**src/rtl/core_mem_arb_pkg.sv**
```systemverilog
`default_nettype none
// ============================================================================
// Module   : core_mem_arb_pkg
// Purpose  : Shared definitions for the unified memory-port arbiter: FSM state
//            encoding, requester (owner) encoding and a ceil-log2 helper.
// Ports    : none (package)
// Revision : 1.0 - initial release
// ============================================================================
package core_mem_arb_pkg;

   // Arbiter FSM states
   localparam logic [1:0] c_ST_IDLE  = 2'd0;
   localparam logic [1:0] c_ST_ISSUE = 2'd1;
   localparam logic [1:0] c_ST_WAIT  = 2'd2;
   localparam logic [1:0] c_ST_RESP  = 2'd3;

   // Requester that owns the in-flight access
   localparam logic c_OWN_IF  = 1'b0;
   localparam logic c_OWN_LSU = 1'b1;

   // Ceiling log2; returns 0 for values <= 1
   function automatic int clog2(input int value);
      int v;
      int r;
      r = 0;
      v = value - 1;
      while (v > 0) begin
         r = r + 1;
         v = v >> 1;
      end
      return r;
   endfunction

endpackage : core_mem_arb_pkg
`default_nettype wire

```
**src/rtl/core_mem_arb_sel.sv**
```systemverilog
`default_nettype none
// ============================================================================
// Module   : core_mem_arb_sel
// Purpose  : Combinational two-requester grant selector. Fixed LSU priority,
//            or round-robin against the last-granted owner when rr_mode is set.
// Ports    : if_req, lsu_req - request bits
//            last_own        - owner granted most recently
//            rr_mode         - 1 = round-robin, 0 = fixed LSU priority
//            grant           - selected owner (c_OWN_IF / c_OWN_LSU)
// Revision : 1.0 - initial release
// ============================================================================
module core_mem_arb_sel
   import core_mem_arb_pkg::*;
(
   input  logic if_req,
   input  logic lsu_req,
   input  logic last_own,
   input  logic rr_mode,
   output logic grant
);

   always_comb begin
      grant = c_OWN_IF;
      if (if_req && lsu_req) begin
         // Contention: round-robin favours whoever was not served last
         grant = rr_mode ? ~last_own : c_OWN_LSU;
      end else if (lsu_req) begin
         grant = c_OWN_LSU;
      end
   end

endmodule : core_mem_arb_sel
`default_nettype wire

```
**src/rtl/core_mem_arbiter.sv**
```systemverilog
`default_nettype none
// ============================================================================
// Module   : core_mem_arbiter
// Purpose  : Shares one single-ported memory between the instruction-fetch
//            (IF) and load/store (LSU) requesters, one access outstanding at a
//            time, with an optional per-access response timeout.
//            Build option: CORE_MEM_ARB_RR_EN selects round-robin arbitration
//            (default is fixed LSU priority).
// Ports    : CLK, RSTN (async, active-low)
//            if_*  / lsu_* - requester side: req/addr/wdata/wen in,
//                            ready (comb), rdata, rvld out
//            mem_* - memory side: en/addr/wdata/wen out, rdata/rvld in
//            err_timeout - one-cycle pulse when an access is aborted
// Revision : 1.0 - initial release
// ============================================================================
module core_mem_arbiter
   import core_mem_arb_pkg::*;
#(
   parameter int DATA_WIDTH     = 32,
   parameter int ADDR_WIDTH     = 32,
   parameter int BYTE_WIDTH     = 8,
   parameter int STRB_WIDTH     = DATA_WIDTH / BYTE_WIDTH,
   parameter int TIMEOUT_CYCLES = 64
) (
   input  logic                  CLK,
   input  logic                  RSTN,
   input  logic                  if_req,
   input  logic [ADDR_WIDTH-1:0] if_addr,
   input  logic [DATA_WIDTH-1:0] if_wdata,
   input  logic [STRB_WIDTH-1:0] if_wen,
   output logic                  if_ready,
   output logic [DATA_WIDTH-1:0] if_rdata,
   output logic                  if_rvld,
   input  logic                  lsu_req,
   input  logic [ADDR_WIDTH-1:0] lsu_addr,
   input  logic [DATA_WIDTH-1:0] lsu_wdata,
   input  logic [STRB_WIDTH-1:0] lsu_wen,
   output logic                  lsu_ready,
   output logic [DATA_WIDTH-1:0] lsu_rdata,
   output logic                  lsu_rvld,
   output logic                  mem_en,
   output logic [ADDR_WIDTH-1:0] mem_addr,
   output logic [DATA_WIDTH-1:0] mem_wdata,
   output logic [STRB_WIDTH-1:0] mem_wen,
   input  logic [DATA_WIDTH-1:0] mem_rdata,
   input  logic                  mem_rvld,
   output logic                  err_timeout
);

   logic [1:0]            r_state;
   logic                  r_owner;
   logic [ADDR_WIDTH-1:0] r_addr;
   logic [DATA_WIDTH-1:0] r_wdata;
   logic [STRB_WIDTH-1:0] r_wen;
   logic [DATA_WIDTH-1:0] r_if_rdata;
   logic [DATA_WIDTH-1:0] r_lsu_rdata;
   logic                  r_err;

   logic                  w_grant;
   logic                  w_last;
   logic                  w_rr_mode;
   logic                  w_idle;
   logic                  w_accept;
   logic                  w_to_hit;
   logic [DATA_WIDTH-1:0] w_resp_data;

   // ---------------------------------------------------------------- arbitration
`ifdef CORE_MEM_ARB_RR_EN
   logic r_last;

   always_ff @(posedge CLK or negedge RSTN) begin
      if (!RSTN) begin
         r_last <= c_OWN_IF;
      end else if (w_accept) begin
         r_last <= w_grant;
      end
   end

   assign w_last    = r_last;
   assign w_rr_mode = 1'b1;
`else
   assign w_last    = c_OWN_IF;
   assign w_rr_mode = 1'b0;
`endif

   core_mem_arb_sel u_sel (
      .if_req   (if_req),
      .lsu_req  (lsu_req),
      .last_own (w_last),
      .rr_mode  (w_rr_mode),
      .grant    (w_grant)
   );

   assign w_idle    = (r_state == c_ST_IDLE);
   assign if_ready  = w_idle && if_req  && (w_grant == c_OWN_IF);
   assign lsu_ready = w_idle && lsu_req && (w_grant == c_OWN_LSU);
   assign w_accept  = if_ready || lsu_ready;

   // ------------------------------------------------------------------- timeout
   generate
      if (TIMEOUT_CYCLES > 0) begin : g_timeout
         localparam int                 c_CNT_W    = clog2(TIMEOUT_CYCLES + 1);
         localparam logic [c_CNT_W-1:0] c_CNT_LAST = c_CNT_W'(TIMEOUT_CYCLES - 1);
         logic [c_CNT_W-1:0]            r_cnt;

         // Cleared during ISSUE so it reads 0 on the first WAIT cycle
         always_ff @(posedge CLK or negedge RSTN) begin
            if (!RSTN) begin
               r_cnt <= '0;
            end else if (r_state == c_ST_ISSUE) begin
               r_cnt <= '0;
            end else if (r_state == c_ST_WAIT) begin
               r_cnt <= r_cnt + 1'b1;
            end
         end

         assign w_to_hit = (r_state == c_ST_WAIT) && (r_cnt == c_CNT_LAST);
      end else begin : g_no_timeout
         assign w_to_hit = 1'b0;
      end
   endgenerate

   // An aborted access returns zero data to its owner
   assign w_resp_data = mem_rvld ? mem_rdata : '0;

   // ----------------------------------------------------------------------- FSM
   always_ff @(posedge CLK or negedge RSTN) begin
      if (!RSTN) begin
         r_state     <= c_ST_IDLE;
         r_owner     <= c_OWN_IF;
         r_addr      <= '0;
         r_wdata     <= '0;
         r_wen       <= '0;
         r_if_rdata  <= '0;
         r_lsu_rdata <= '0;
         r_err       <= 1'b0;
      end else begin
         r_err <= 1'b0;
         case (r_state)
            c_ST_IDLE: begin
               if (w_accept) begin
                  r_owner <= w_grant;
                  if (w_grant == c_OWN_LSU) begin
                     r_addr  <= lsu_addr;
                     r_wdata <= lsu_wdata;
                     r_wen   <= lsu_wen;
                  end else begin
                     r_addr  <= if_addr;
                     r_wdata <= if_wdata;
                     r_wen   <= if_wen;
                  end
                  r_state <= c_ST_ISSUE;
               end
            end
            c_ST_ISSUE: begin
               r_state <= c_ST_WAIT;
            end
            c_ST_WAIT: begin
               // A real response takes precedence over a same-cycle timeout
               if (mem_rvld || w_to_hit) begin
                  if (r_owner == c_OWN_LSU) begin
                     r_lsu_rdata <= w_resp_data;
                  end else begin
                     r_if_rdata <= w_resp_data;
                  end
                  r_err   <= !mem_rvld;
                  r_state <= c_ST_RESP;
               end
            end
            c_ST_RESP: begin
               r_state <= c_ST_IDLE;
            end
            default: begin
               r_state <= c_ST_IDLE;
            end
         endcase
      end
   end

   // -------------------------------------------------------------------- outputs
   assign mem_en      = (r_state == c_ST_ISSUE);
   assign mem_addr    = r_addr;
   assign mem_wdata   = r_wdata;
   assign mem_wen     = r_wen;
   assign if_rdata    = r_if_rdata;
   assign lsu_rdata   = r_lsu_rdata;
   assign if_rvld     = (r_state == c_ST_RESP) && (r_owner == c_OWN_IF);
   assign lsu_rvld    = (r_state == c_ST_RESP) && (r_owner == c_OWN_LSU);
   assign err_timeout = r_err;

endmodule : core_mem_arbiter
`default_nettype wire

```
**config.mk**
```make
export PLATFORM = sky130hd
export DESIGN_NAME = core_mem_arbiter
export DESIGN_NICKNAME = d
export VERILOG_FILES = /design/src/rtl/core_mem_arb_pkg.sv /design/src/rtl/core_mem_arb_sel.sv /design/src/rtl/core_mem_arbiter.sv
export SDC_FILE = /design/constraint.sdc
export NUM_CORES = 1
export LEC_CHECK = 0
export ABC_AREA = 1
export BUFFER_PORTS_ARGS = -buffer_cell sky130_fd_sc_hd__clkbuf_2
export CELL_PAD_IN_SITES_DETAIL_PLACEMENT = 2
export CELL_PAD_IN_SITES_GLOBAL_PLACEMENT = 2
export CORE_ASPECT_RATIO = 1.2
export CORE_MARGIN = 4
export CORE_UTILIZATION = 27
export DETAILED_ROUTE_END_ITERATION = 12
export PLACE_DENSITY_LB_ADDON = 0.15
export SLEW_MARGIN = 20
export SYNTH_ARGS = -nofsm -noshare
export SYNTH_HDL_FRONTEND = slang
export SYNTH_SLANG_ARGS = --single-unit
```
**constraint.sdc**
```tcl
create_clock -name CLK -period 4.5 [get_ports CLK]
set_clock_uncertainty 0.2 [all_clocks]
set_input_delay 0 -clock CLK [delete_from_list [all_inputs] [get_ports CLK]]
set_output_delay 0 -clock CLK [all_outputs]
set_load 0.05 [all_outputs]
```
Word-level counts from Yosys, hierarchy flattened
Cells that the tools add are included.
{"block": "totals", "ff_bits": 143, "in_bits": 173}
{"block": "classes", "n_addsub": 1, "n_eq_ne": 6, "n_mux": 13, "bitwise_logic": 2, "reduce_logical": 17}
{"cell": "$mux 32", "n": 3}
{"cell": "$mux 7", "n": 2}
{"cell": "$logic_and 1x1->1", "n": 8}
{"cell": "$pmux 2 s4", "n": 1}
{"cell": "$add 7x1->7 const B", "n": 1}
{"cell": "$eq 7x6->1 const B", "n": 1}
{"cell": "$reduce_and 3->1", "n": 2}
{"cell": "$eq 2x2->1 const B", "n": 2}
{"cell": "$mux 1", "n": 4}
{"cell": "$mux 2", "n": 2}
{"cell": "$mux 4", "n": 1}
{"cell": "$ne 2x1->1 const B", "n": 2}
{"cell": "$reduce_and 2->1", "n": 2}
{"cell": "$eq 2x1->1 const B", "n": 1}
{"cell": "$logic_not 2->1", "n": 1}
{"cell": "$logic_or 1x1->1", "n": 2}
{"cell": "$not 1->1", "n": 2}
{"cell": "$reduce_bool 2->1", "n": 1}
{"cell": "$logic_not 1->1", "n": 1}

Depth between registers and ports, before layout
{"block": "logic_depth", "ltp_word": 7, "depth_mapped": 10, "ltp_nobuf": 9}

Modules after synthesis
From an unflattened synthesis, not the netlist that was laid out.
{"block": "hier_totals", "hier_cells": 738, "area_unflattened_um2": 6327.3}
{"mod": "core_mem_arbiter", "instances": 1, "cells_per_inst": 735, "area_each_um2": 6314.8, "seq_area_each_um2": 3578.4}
{"mod": "core_mem_arb_sel", "instances": 1, "cells_per_inst": 3, "area_each_um2": 12.5, "seq_area_each_um2": 0.0}

Worst setup path before layout
No wires, ideal clock.
{"block": "synth_timing", "kind": "reg2reg", "start": "register r_state[0]", "end": "register r_if_rdata[10] (netlist: if_rdata[10])", "t_arrival_ns": 1.457, "required_ns": 4.181, "path_slack_ns": 2.724, "path_stages_with_launch": 11, "n_path_buf": 1, "synth_period_minus_slack_ns": 1.776, "cell_sequence": "dfrtp_1 > inv_1 > ha_1 > inv_1 > nor2_1 > nand3_1 > nand2_1 > nand3_2 > buf_6 > nand2_1 > nand2_1"}
{"block": "synth_between", "elab_chain_len": 4}
{"element": "from (decl)", "line": "core_mem_arbiter.sv:50", "source": "logic [1:0] r_state;"}
{"element": "from (signal assigned)", "line": "core_mem_arbiter.sv:129", "source": "r_state <= c_ST_IDLE;"}
{"element": "from (signal assigned)", "line": "core_mem_arbiter.sv:152", "source": "r_state <= c_ST_ISSUE;"}
{"element": "from (signal assigned)", "line": "core_mem_arbiter.sv:156", "source": "r_state <= c_ST_WAIT;"}
{"element": "$eq 2x2->1 (*)", "line": "core_mem_arbiter.sv:117, core_mem_arbiter.sv:139"}
{"element": "$logic_and 1x1->1", "line": "core_mem_arbiter.sv:117", "source": "assign w_to_hit = (r_state == c_ST_WAIT) && (r_cnt == c_CNT_LAST);"}
{"element": "$logic_or 1x1->1", "line": "core_mem_arbiter.sv:160", "source": "if (mem_rvld || w_to_hit) begin"}
{"element": "$reduce_and 3->1 (no line) (*)"}
{"element": "to (signal assigned)", "line": "core_mem_arbiter.sv:164", "source": "r_if_rdata <= w_resp_data;"}
{"element": "to (decl)", "line": "core_mem_arbiter.sv:55", "source": "logic [DATA_WIDTH-1:0] r_if_rdata;"}
Mark *: on every way between the ends. The rest lies on a longest branch, timed or not.
A chain may end at the register's enable or synchronous reset.

Worst setup path in the final report
{"block": "layout_timing", "start": "register r_state[0]", "end": "register r_if_rdata[11] (netlist: if_rdata[11])"}
The elaborated chain is that of the path after synthesis.

==> results.yml <==
final_layout:
  drive_gt1_frac: 0.281
  syn_to_final_growth_pct: 64.2
  stdcell_area_um2: 10700
  fin_cells: 1585
  num_antenna_cells: 0
  final_nets: 1431
drt:
  drtIter0Drc: 258
  ant_nets: 0
  vias: 7493
  drcViolationCount: 0
  drt_wl_total_mm: 30.7
  first_pass_iters: 4
  post_drt_wl_per_cell_um: 19.3
  via_per_inst: 4.73
yosys:
  synth_area_leaders: "dfrtp_1 55%, nand2_1 16%, o21ai_0 9.9%"
  ys.flop_type: "dfrtp_1"
  syn_avg_cell_area_um2: 8.14
  synthDistinctLibCells: 22
  synth_nets: 982
  yosys_warnings: 0
  ys_seq_area_frac: 0.547
  yosys.cell_count.top_type: "nand2_1"
  yosysTopAreaCell: "dfrtp_1"
  yosysTopAreaCellShare: 0.547
  synth_enable_flop_cells: 0
  synth_cells: 803
  synth_common_cells: "280 x nand2_1, 143 x dfrtp_1, 130 x o21ai_0"
  synth_seq_cells: 143
  async_flop_share: 1.00
  synth_area_um2: 6540
setup_path:
  critPathRequiredTime_ns: 4.59
  cp-start-kind: "flop"
  arrival_ns: 3.02
  path_max_fanout: 32
  reg2reg_slack_ns: 1.57
  cp-end-kind: "flop"
  path_class: "flop to flop"
  r2r_start: "r_state[0]"
  max_stage_delay_ns: 0.62
  critPathBufInv: 2
  timing.rr.end: "if_rdata[11]"
  cp_common_cell: "nand2_1"
  worstPathCellList: "inv_1 > ha_2 > inv_1 > nor2_1 > nand3_1 > nand2_1 > nand3_2 > nand2_1 > nand2_1"
  crit_slowest_cell: "nand3_2"
  worst_r2r_path_depth: 9
  crit_family: "simple AND/OR/NAND/NOR gates"
timing:
  hold_viol: 16
  tightest_slew_ns: 0.801
  finalMaxSlewViolations: 0
  hold_ws_ns: -0.0414
  period_share: 0.652
  rsz0062_at_grt: "false"
  max_freq_ghz: 0.341
  finalSetupViolations: 0
  fin_tns_setup_ns: 0
  relSlewSlack: 0.465
  post-route-min-period_ns: 2.93
power:
  finalPower_uw: 8400
  intPower_uw: 3970
  swShare: 0.528
  p_clk_frac: 0.208
  comb_power_share: 0.523
  sequentialPowerShare: 0.269
  powerDensity_nw_per_um2: 782
  p_switching_uw: 4430
  peakVddDrop_v: 0.000347
  p_leak_uw: 0.00585
die:
  rows: 62
  die_x_um: 150
  die_height_um: 178
  ios: 311
  die-area_um2: 26800
  start_util: 0.274
  fp.coreArea_um2: 23900
placed_design:
  port-buffer-count: 310
  dp.cells: 1383
  placed_area_um2: 8320
  gp_congestion: 0.758
  dp_hpwl_mm: 18.0
grt:
  grt_pass1_wl_mm: 47.2
  overflow: 0
  first_global_vias: 8624
  antenna_found_initial: 0
  grt_max_degree: 139
  grt_usage: 0.227
outcome:
  violations: "hold timing"
  status: "finished with violations"
worst_hold_path:
  hold_path_class: "input port to asynchronous set/reset pin"
clocking:
  cts_sinks: 143
  clk_latency_ns: 0.42
  clkSlewWorstSetupHoldPaths_ns: 0.06
  clockBufferDepth: 2
  cts_tree: "done"
  cts_buffers: 17
  root_buffer: "clkbuf_16"
  cts_resized: 0
  cts-htree-levels: 4
job:
  cap_violations: 0
## cells in the final DEF, fill, tap and decap left out, types with 2 or more instances in the layout
master | synthesis | final
o21ai_1 | 10 | 9
ha_1 | 6 | 5
buf_4 | 1 | 8
nor2_1 | 8 | 8
bufinv_16 | 0 | 7
inv_8 | 0 | 2
dfrtp_1 | 143 | 143
a21oi_1 | 4 | 4
nand3_2 | 2 | 2
clkbuf_2 | 0 | 308
inv_1 | 83 | 83
or2_2 | 2 | 2
dlygate4sd3_1 | 0 | 170
nand3_1 | 6 | 6
inv_6 | 0 | 3
nand2_1 | 280 | 280
nand4_1 | 64 | 64
clkbuf_16 | 0 | 17
o21ai_0 | 130 | 130
nor3_1 | 3 | 3
## through the flow
stage	hold WS [ns]	util	setup slack (ns)
final	-0.0414	0.449	1.57
after global routing	0.0296	0.449	1.34
after CTS	0.00731	0.449	1.55
after detailed placement	-0.113	0.348	1.67
after global placement	-0.114	0.348	1.83
after floorplan	-0.496	-	2.72
## timing repair
action,CTS,global route
hold buffers,170,0
setup buffers,0,0
hold endpoints to repair,205,0
## metal layers
metal / global-route usage / part of all wire / up-vias
met2: 0.420 / 0.53 / 245
met1: 0.243 / 0.37 / 3711
met5: 0 / 0 / -
li1: - / - / 3483
met4: 0.0793 / 0.026 / 0
met3: 0.0699 / 0.074 / 54
## power by group through the flow
stage                     clock network, uW  logic [uW]  registers (uW)
after floorplan                           0        1100            4150
after global placement                    0        4130            2240
after detailed placement                  0        4200            2260
after CTS                              1770        4350            2250
after global routing                   1840        4710            2340
final                                  1740        4390            2260
## worst register-to-register path: stages, from the launching register on
cell and delay, ns:
dfrtp_1 0.41, inv_1 0.12, ha_2 0.52, inv_1 0.10, nor2_1 0.12, nand3_1 0.15
nand2_1 0.15, nand3_2 0.62, nand2_1 0.31, nand2_1 0.11
## worst max path at each step
stage                from            end  cells after the start
4_1_cts        r_state[0]   if_rdata[22]                      9
2_1_floorplan  r_state[0]   if_rdata[10]                     10
3_3_place_gp   r_state[0]  lsu_rdata[23]                      9
5_1_grt        r_state[0]   if_rdata[11]                      9
3_5_place_dp   r_state[0]   if_rdata[12]                      9
6_report       r_state[0]   if_rdata[11]                      9
## sequential cells by signal, summed over array words and instances, names as in the netlist
register         flops
if_rdata            32
lsu_rdata           32
mem_addr            32
mem_wdata           32
g_timeout.r_cnt      7
mem_wen              4
r_state              2
err_timeout          1
r_owner              1
## cell families after synthesis
logic type,count (synthesis),synth area share
AOI/OAI and AO/OA,145,0.111
xor gates and xnor gates,1,0.00134
muxes,1,0.00153
adders and majority gates,6,0.0115
and+or+nand+nor,365,0.238
buffers and inverters,142,0.0888
DFF,143,0.547
## cell type report
type	count	area (um^2)
Clock buffer	18	439
Clock inverter	14	275
Fill cell	2702	13200
Inverter	84	315
Multi-Input combinational cell	518	2390
Sequential cell	143	3580
Tap cell	320	400
Timing Repair Buffer	488	3330
Note: power is estimated with default switching activity, not from simulation.
